### src/rtl/s2_serial_receiver_if.sv
`default_nettype none
// ============================================================================
// Module   : s2_serial_receiver_if
// Brief    : Serial frame input and RB2 write-port bundle for the S2 receiver.
// Revision : 1.0
// ============================================================================
interface s2_serial_receiver_if #(
    parameter int FRAME_ADDR_W = 3,
    parameter int FRAME_DATA_W = 18
);
    logic                    sen;
    logic                    sd;
    logic                    RB2_RW;
    logic [FRAME_ADDR_W-1:0] RB2_A;
    logic [FRAME_DATA_W-1:0] RB2_D;
    logic                    S2_done;
    logic                    frame_err;

    modport master (
        output sen, sd,
        input  RB2_RW, RB2_A, RB2_D, S2_done, frame_err
    );

    modport slave (
        input  sen, sd,
        output RB2_RW, RB2_A, RB2_D, S2_done, frame_err
    );
endinterface
`default_nettype wire

### src/rtl/s2_serial_receiver.sv
`default_nettype none
// ============================================================================
// Module   : s2_serial_receiver
// Brief    : Deserializes addr/data frames from sen/sd and writes them to RB2.
// Revision : 1.0
// ============================================================================
module s2_serial_receiver #(
    parameter int FRAME_ADDR_W = 3,
    parameter int FRAME_DATA_W = 18
) (
    input  logic                clk,
    input  logic                rst,
    s2_serial_receiver_if.slave bus
);
    localparam int FRAME_W   = FRAME_ADDR_W + FRAME_DATA_W;
    localparam int CNT_W     = $clog2(FRAME_W);
    localparam int NUM_WORDS = 1 << FRAME_ADDR_W;
    localparam logic [CNT_W-1:0] LAST_BIT = CNT_W'(FRAME_W - 1);

    typedef enum logic [2:0] {
        S_IDLE  = 3'd0,
        S_RECV  = 3'd1,
        S_WRITE = 3'd2,
        S_DRAIN = 3'd3,
        S_DONE  = 3'd4
    } state_t;

    state_t                  state_q, state_d;
    logic [FRAME_W-2:0]      shreg_q, shreg_d;
    logic [CNT_W-1:0]        cnt_q, cnt_d;
    logic [NUM_WORDS-1:0]    valid_q, valid_d;
    logic                    rw_q, rw_d;
    logic [FRAME_ADDR_W-1:0] addr_q, addr_d;
    logic [FRAME_DATA_W-1:0] data_q, data_d;
    logic                    done_q, done_d;
    logic                    err_q, err_d;

    logic [FRAME_W-1:0]      w_frame;
    logic [NUM_WORDS-1:0]    w_onehot;
    logic [NUM_WORDS-1:0]    w_valid_set;

    always_comb begin
        // Only the previous FRAME_W-1 bits are kept; the last bit comes straight from sd.
        w_frame            = {shreg_q, bus.sd};
        w_onehot           = '0;
        w_onehot[addr_q]   = 1'b1;
        w_valid_set        = valid_q | w_onehot;

        state_d = state_q;
        shreg_d = shreg_q;
        cnt_d   = cnt_q;
        valid_d = valid_q;
        rw_d    = 1'b1;
        addr_d  = addr_q;
        data_d  = data_q;
        done_d  = done_q;
        err_d   = 1'b0;

        case (state_q)
            S_IDLE: begin
                if (!bus.sen) begin
                    shreg_d = w_frame[FRAME_W-2:0];
                    cnt_d   = CNT_W'(1);
                    state_d = S_RECV;
                end
            end
            S_RECV: begin
                if (bus.sen) begin
                    err_d   = 1'b1;
                    cnt_d   = '0;
                    state_d = S_IDLE;
                end else if (cnt_q == LAST_BIT) begin
                    rw_d    = 1'b0;
                    addr_d  = w_frame[FRAME_W-1 -: FRAME_ADDR_W];
                    data_d  = w_frame[FRAME_DATA_W-1:0];
                    cnt_d   = '0;
                    state_d = S_WRITE;
                end else begin
                    shreg_d = w_frame[FRAME_W-2:0];
                    cnt_d   = cnt_q + CNT_W'(1);
                end
            end
            S_WRITE: begin
                valid_d = w_valid_set;
                // Completion takes priority over an overlong-frame error.
                if (&w_valid_set) begin
                    done_d  = 1'b1;
                    state_d = S_DONE;
                end else if (bus.sen) begin
                    state_d = S_IDLE;
                end else begin
                    err_d   = 1'b1;
                    state_d = S_DRAIN;
                end
            end
            S_DRAIN: begin
                if (bus.sen) begin
                    state_d = S_IDLE;
                end
            end
            S_DONE: begin
                state_d = S_DONE;
            end
            default: begin
                state_d = S_IDLE;
            end
        endcase
    end

    always_ff @(posedge clk or negedge rst) begin
        if (!rst) begin
            state_q <= S_IDLE;
            shreg_q <= '0;
            cnt_q   <= '0;
            valid_q <= '0;
            rw_q    <= 1'b1;
            addr_q  <= '0;
            data_q  <= '0;
            done_q  <= 1'b0;
            err_q   <= 1'b0;
        end else begin
            state_q <= state_d;
            shreg_q <= shreg_d;
            cnt_q   <= cnt_d;
            valid_q <= valid_d;
            rw_q    <= rw_d;
            addr_q  <= addr_d;
            data_q  <= data_d;
            done_q  <= done_d;
            err_q   <= err_d;
        end
    end

    assign bus.RB2_RW    = rw_q;
    assign bus.RB2_A     = addr_q;
    assign bus.RB2_D     = data_q;
    assign bus.S2_done   = done_q;
    assign bus.frame_err = err_q;
endmodule
`default_nettype wire

### src/flat_wrapper.sv
// flat-port wrapper written by rule: the top's interface ports become plain ports
module s2_serial_receiver_flat 
#(
    parameter int FRAME_ADDR_W = 3,
    parameter int FRAME_DATA_W = 18
)
  (clk, rst, bus_sen, bus_sd, bus_RB2_RW, bus_RB2_A, bus_RB2_D, bus_S2_done, bus_frame_err);
  s2_serial_receiver_if #(.FRAME_ADDR_W(FRAME_ADDR_W), .FRAME_DATA_W(FRAME_DATA_W)) bus_i ();
  input  logic clk;
  input  logic rst;
  input wire logic [$bits(bus_i.sen)-1:0] bus_sen;
  input wire logic [$bits(bus_i.sd)-1:0] bus_sd;
  output wire logic [$bits(bus_i.RB2_RW)-1:0] bus_RB2_RW;
  output wire logic [$bits(bus_i.RB2_A)-1:0] bus_RB2_A;
  output wire logic [$bits(bus_i.RB2_D)-1:0] bus_RB2_D;
  output wire logic [$bits(bus_i.S2_done)-1:0] bus_S2_done;
  output wire logic [$bits(bus_i.frame_err)-1:0] bus_frame_err;
  assign bus_i.sen = bus_sen;
  assign bus_i.sd = bus_sd;
  assign bus_RB2_RW = bus_i.RB2_RW;
  assign bus_RB2_A = bus_i.RB2_A;
  assign bus_RB2_D = bus_i.RB2_D;
  assign bus_S2_done = bus_i.S2_done;
  assign bus_frame_err = bus_i.frame_err;
  s2_serial_receiver #(.FRAME_ADDR_W(FRAME_ADDR_W), .FRAME_DATA_W(FRAME_DATA_W)) u_core (.clk(clk), .rst(rst), .bus(bus_i));
endmodule
### config.mk
export PLATFORM = sky130hd
export DESIGN_NAME = s2_serial_receiver_flat
export DESIGN_NICKNAME = d
export VERILOG_FILES = /design/src/rtl/s2_serial_receiver_if.sv /design/src/rtl/s2_serial_receiver.sv /design/src/flat_wrapper.sv
export SDC_FILE = /design/constraint.sdc
export NUM_CORES = 1
export LEC_CHECK = 0
export ABC_AREA = 1
export BUFFER_PORTS_ARGS = -buffer_cell sky130_fd_sc_hd__buf_2
export CAP_MARGIN = 25
export CELL_PAD_IN_SITES_DETAIL_PLACEMENT = 1
export CELL_PAD_IN_SITES_GLOBAL_PLACEMENT = 2
export CORE_MARGIN = 2
export CORE_UTILIZATION = 25
export DETAILED_ROUTE_END_ITERATION = 10
export PLACE_DENSITY = 0.64
export SYNTH_ARGS = -nofsm -noshare
export SYNTH_HDL_FRONTEND = slang
export SYNTH_SLANG_ARGS = --single-unit
export TNS_END_PERCENT = 100
### constraint.sdc
create_clock -name clk -period 4.3 [get_ports clk]
set_clock_uncertainty 0.05 [all_clocks]
set_input_delay 0.86 -clock clk [delete_from_list [all_inputs] [get_ports clk]]
set_output_delay 0.86 -clock clk [all_outputs]
set_load 0.01 [all_outputs]
; Word-level counts from Yosys, hierarchy flattened
; Index checks and enable logic that the tools add are counted.
[word_totals]
latchBits = 0
romBits = 0
ram_bits = 0
reg_bits = 60
memories = 0
[op_classes]
muxes = 24
mul = 0
div_mod_pow = 0
n_reduce_logical = 9
addsub = 1
eq_ne = 10
bitwise_logic = 2
n_lt_le_gt_ge = 2
shift = 0
[ops]
columns = cell, count
row1 = two-way mux 20 bit, 3
row2 = case mux 20 bit (2 select lines), 1
row3 = two-way mux 3 bit, 5
row4 = two-way mux 5 bit, 3
row5 = case mux 3 bit (5 select lines), 1
row6 = case mux 5 bit (2 select lines), 1
row7 = AND reduction 9 bit, 1
row8 = "!= test 2 bit, second input constant", 4
row9 = OR 8 bit, 1
row10 = AND reduction 8 bit, 1
row11 = two-way mux 1 bit, 7
row12 = "== test 3 x 2 -> 1 bit, second input constant", 2
row13 = AND reduction 3 bit, 2
row14 = "adder 5 x 1 -> 5 bit, second input constant", 1
row15 = "== test 5 bit, second input constant", 1
row16 = "less-than comparator 3 x 4 -> 1 bit, second input constant", 1
row17 = AND reduction 4 bit, 1
row18 = demux 1 bit (select 3 bit), 1
row19 = "== test 3 x 1 -> 1 bit, second input constant", 1
row20 = "== test 3 bit, second input constant", 1
row21 = ">= comparator 3 x 1 -> 1 bit, second input constant", 1
row22 = logical NOT 3 bit, 1
row23 = "!= test 3 x 2 -> 1 bit, second input constant", 1
row24 = two-way mux 2 bit, 1
row25 = 5 further kinds, 5

; Depth between registers and ports, before layout
[logic_depth]
ltp_word = 8
ltp_mapped = 10
depth_no_buf = 10

; Worst setup path before layout
; OpenSTA, ideal clock, no wires.
[synth_timing]
path_type = input to register
from = input bus_sen
to = register u_core.cnt_q[4]
path_stages = 6
t_required_ps = 4123
t_arrival_ps = 1535
slack_ps = 2589
cell_sequence = inv_1 o21ai_1 nor3_1 nand2_1 nor2_1 nor3b_2
[synth_between]
elab_chain_len = 2
elab_cells_between_ends = 4
classes_between = eq/ne (1) / mux (2) / reduce/logical (1)
[synth_lines]
columns = item, line_no
row1 = start: declaration, flat_wrapper.sv:11  ; input wire logic [$bits(bus_i.sen)-1:0] bus_sen;
row2 = two-way mux 5 bit / != test 2 bit (equally long branches), n/a
row3 = case mux 5 bit (2 select lines) / AND reduction 2 bit (equally long branches), n/a
row4 = end signal: assignment, s2_serial_receiver.sv:124  ; cnt_q <= cnt_d;
row5 = end: declaration, s2_serial_receiver.sv:30  ; logic [CNT_W-1:0] cnt_q, cnt_d;
; Parallel ways exist; a longest one is shown, timed or not.
; A chain may end at the register's enable or synchronous reset.

; Worst setup path in the final report
[layout_timing]
from = register u_core.cnt_q[0]
to = register u_core.data_q[17], in the netlist u_core.bus.RB2_D[17]
[layout_between]
elab_chain_len = 2
[layout_lines]
columns = item, line_no
row1 = == test 5 bit, s2_serial_receiver.sv:72  ; end else if (cnt_q == LAST_BIT) begin
row2 = AND reduction 3 bit (no source line), n/a
row3 = end signal: assignment, s2_serial_receiver.sv:128  ; data_q <= data_d;
row4 = end: declaration, s2_serial_receiver.sv:34  ; logic [FRAME_DATA_W-1:0] data_q, data_d;
; Every way passes these cells.

==> impl_metrics.csv <==
group,metric,value,unit
grt,gr-total-overflow,0,
route,drt_iter0_drc,34,
setup_path,crit_family,"simple AND/OR/NAND/NOR gates",
route,drt-vias-per-instance,4.187,
finish,n_antenna_cell,0,
route,drt_wl_total,5.379,mm
clock_tree,cts_root_buf,"clkbuf_8",
grt,grt.busiest_layer,"met2",
clock_tree,cts_max_level,3,
grt,grt_pass1_wl,9.673,mm
synth,synthesis.area,2554,µm²
finish,fillers,1159,
synth,synth_cell_types,25,
floorplan,initial_core_util,0.2589,
finish,multi_input_area,828.3,µm²
floorplan,rows,36,
grt,use_met1,0.1402,
finish,drive_above_1_share,0.2177,
placement,hpwlAfterDp,3.684,mm
sta,layout_setup_ws,2.205,ns
sta,finalSetupTns,0,ns
finish,nets,318,
synth,yosysWarnings,0,
sta,rsz0062_at_grt,"no",
grt,antenna_found_initial,0,
clock_tree,holdBufCountCts,0,
grt,grt_pass1_vias,2038,
clock_tree,cts_buffer_depth,2,
floorplan,die_x,105.1,µm
synth,yosysMostFrequentCell,"nand2_1",
synth,ys.flop_type,"dfrtp_1",
power_and_ir_drop,ir_drop,210.9,µV
synth,async_reset_ff_frac,1.000,
floorplan,io_pins,28,
floorplan,die_y,105.1,µm
sta,fin_crit,2.095,ns
synth,ys_ff_latch,60,
synth,synthTopCellsByCount,"74 x nand2_1, 59 x dfrtp_1, 42 x inv_1, 28 x o21ai_0, 17 x nor2_1",
clock_tree,clkTransAtPathRegs,0.07,ns
worst_hold_path,hold_class,"flip-flop to flip-flop",
synth,seq_area_frac_synth,0.5884,
clock_tree,clock-sinks,60,
placement,place.gp.congestion,0.7260,
grt,grt_usage,0.1108,
setup_path,worstPathCellList,"inv_1 -> ha_1 -> nand4_1 -> nor2_2 -> inv_2 -> nand2_1 -> o21ai_2",
clock_tree,post_cts_buffers,0,
route,drc,0,
placement,place_inst,434,
setup_path,cp-end-kind,"flip-flop",
setup_path,worst-path-buf-inv,2,
route,drtAntennaViolNets,0,
synth,synth_top_area_share,0.5781,
grt,grtUsageMet3,0.04429,
route,first_pass_iters,4,
setup_path,path_class,"flip-flop to flip-flop",
sta,setup_viol,0,
synth,synth-edff-count,0,
synth,synthTopCellsByArea,"dfrtp_1 58%, nand2_1 11%, inv_1 6.2%, o21ai_0 5.5%, o21ai_2 4.8%",
sta,drv_slew,0,
setup_path,critPathSlowestCell,"nor2_2",
sta,final-hold-violation-count,0,
setup_path,critical_path_arrival,2.24,ns
power_and_ir_drop,power_density,567.1,nW/µm²
setup_path,start_kind,"flip-flop",
clock_tree,insertion_delay,0.34,ns
sta,worst_pin_slew,0.8759,ns
finish,stdcell_count,450,
placement,port-buffer-count,27,
synth,syn-num-nets,286,
grt,grt_max_degree,42,
clock_tree,cts_resized,0,
synth,netlist_instances,280,
floorplan,fp.dieArea,11040,µm²
synth,syn_avg_cell_area,9.120,µm²
setup_path,max_stage_delay,0.42,ns
route,wl_per_cell,11.95,µm
finish,area_growth_syn_to_layout,19.79,%
clock_tree,tritoncts,"yes",
clock_tree,numCtsBuffers,9,
job,maxCapViolCount,0,
setup_path,required,4.45,ns
finish,final-seq-area,1503,µm²
grt,grt_use_met2,0.1739,
status,status,"completed",
sta,relSlewSlack,0.4161,
placement,dp_slack,1.866,ns
sta,period_share,0.4872,
synth,yosys.area.top_type,"dfrtp_1",
power_and_ir_drop,p_leak,1.544,nW
floorplan,design.core.area,9864,µm²
route,via_count,1884,
sta,clock.fmax,0.4773,GHz
setup_path,crit_path_max_fanout,33,
## logic make-up (layout without fill, tap and decap cells)
logic type      after synthesis  in the layout  synth area share
simple gates                115            115            0.1906
compound gates               51             51            0.1240
fa+ha+maj                     2              2          0.009798
buf+inv                      52             89           0.08721
flops                        60             60            0.5884
## flip-flops by register name, indices dropped and copies added, names as in the netlist
register / cells
u_core.shreg_q: 20
u_core.bus.RB2_D: 18
u_core.valid_q: 8
u_core.cnt_q: 5
u_core.bus.RB2_A: 3
u_core.state_q: 3
u_core.bus.RB2_RW: 1
u_core.bus.S2_done: 1
u_core.bus.frame_err: 1
## metal layers
| metal | share of wire | wire length (µm) |
|---|---|---|
| met1 | 0.50 | 2678 |
| met3 | 0.046 | 247 |
| met4 | 0.012 | 64 |
| met5 | 0 | 0 |
| met2 | 0.44 | 2388 |
## where the power goes
part           switching [mW]  total, mW  leakage, nW  internal, mW
Clock                   0.243      0.630        0.116         0.388
Sequential             0.0701      0.758        0.775         0.688
Combinational           0.239      0.346        0.653         0.107
Total                   0.552       1.73         1.54          1.18
## final cells by class
type | count | area share
Inverter | 44 | 0.05399
Clock inverter | 7 | 0.04008
Timing Repair Buffer | 29 | 0.04908
Sequential cell | 60 | 0.4912
Clock buffer | 9 | 0.04049
Tap cell | 133 | 0.05440
Multi-Input combinational cell | 168 | 0.2708
## layout by cell type, fill, tap and decap left out, drive strengths merged, types with 2 or more instances in the layout
| cell type | synthesis | final |
|---|---|---|
| buf | 8 | 29 |
| nor3 | 5 | 5 |
| inv | 44 | 45 |
| nand2 | 75 | 75 |
| a21oi | 6 | 6 |
| dfrtp | 59 | 59 |
| nand3 | 9 | 9 |
| clkinvlp | 0 | 2 |
| nor2 | 21 | 21 |
| ha | 2 | 2 |
| nand4 | 2 | 2 |
| clkbuf | 0 | 9 |
| bufinv | 0 | 3 |
| o21ai | 43 | 43 |
## final timing paths
kind | startpoint | slack (ns) | cells after the start | to
max | u_core.cnt_q[0]$_DFFE_PN0P_ | 2.21 | 7 | u_core.bus.RB2_D[17]$_DFFE_PN0P_
min | u_core.bus.S2_done$_DFFE_PN0P_ | 0.41 | 2 | u_core.bus.S2_done$_DFFE_PN0P_
max reg2reg | u_core.cnt_q[0]$_DFFE_PN0P_ | 2.21 | 7 | u_core.bus.RB2_D[17]$_DFFE_PN0P_
min reg2reg | u_core.bus.S2_done$_DFFE_PN0P_ | 0.41 | 2 | u_core.bus.S2_done$_DFFE_PN0P_
max in group asynchronous | rst | 2.72 | 2 | u_core.bus.RB2_RW$_DFF_PN1_
min in group asynchronous | rst | 0.59 | 1 | u_core.valid_q[1]$_DFFE_PN0N_
## through the flow
step / cell area (µm²) / utilization / hold WS, ns / power, mW
after floorplan: 2554 / - / 0.3774 / 1.020
after CTS: 3059 / 0.3101 / 0.4179 / 1.776
after detailed placement: 2813 / 0.2851 / 0.3999 / 1.126
final: 3059 / 0.3101 / 0.4136 / 1.735
after global routing: 3059 / 0.3101 / 0.4305 / 1.878
after global placement: 2813 / 0.2851 / 0.3897 / 1.117
## worst min-delay path, cell delays in order (launching register included)
cell and delay (ns):
dfrtp_1 0.34, inv_1 0.04, nand2_1 0.05
Power figures use the tool's default switching activity.
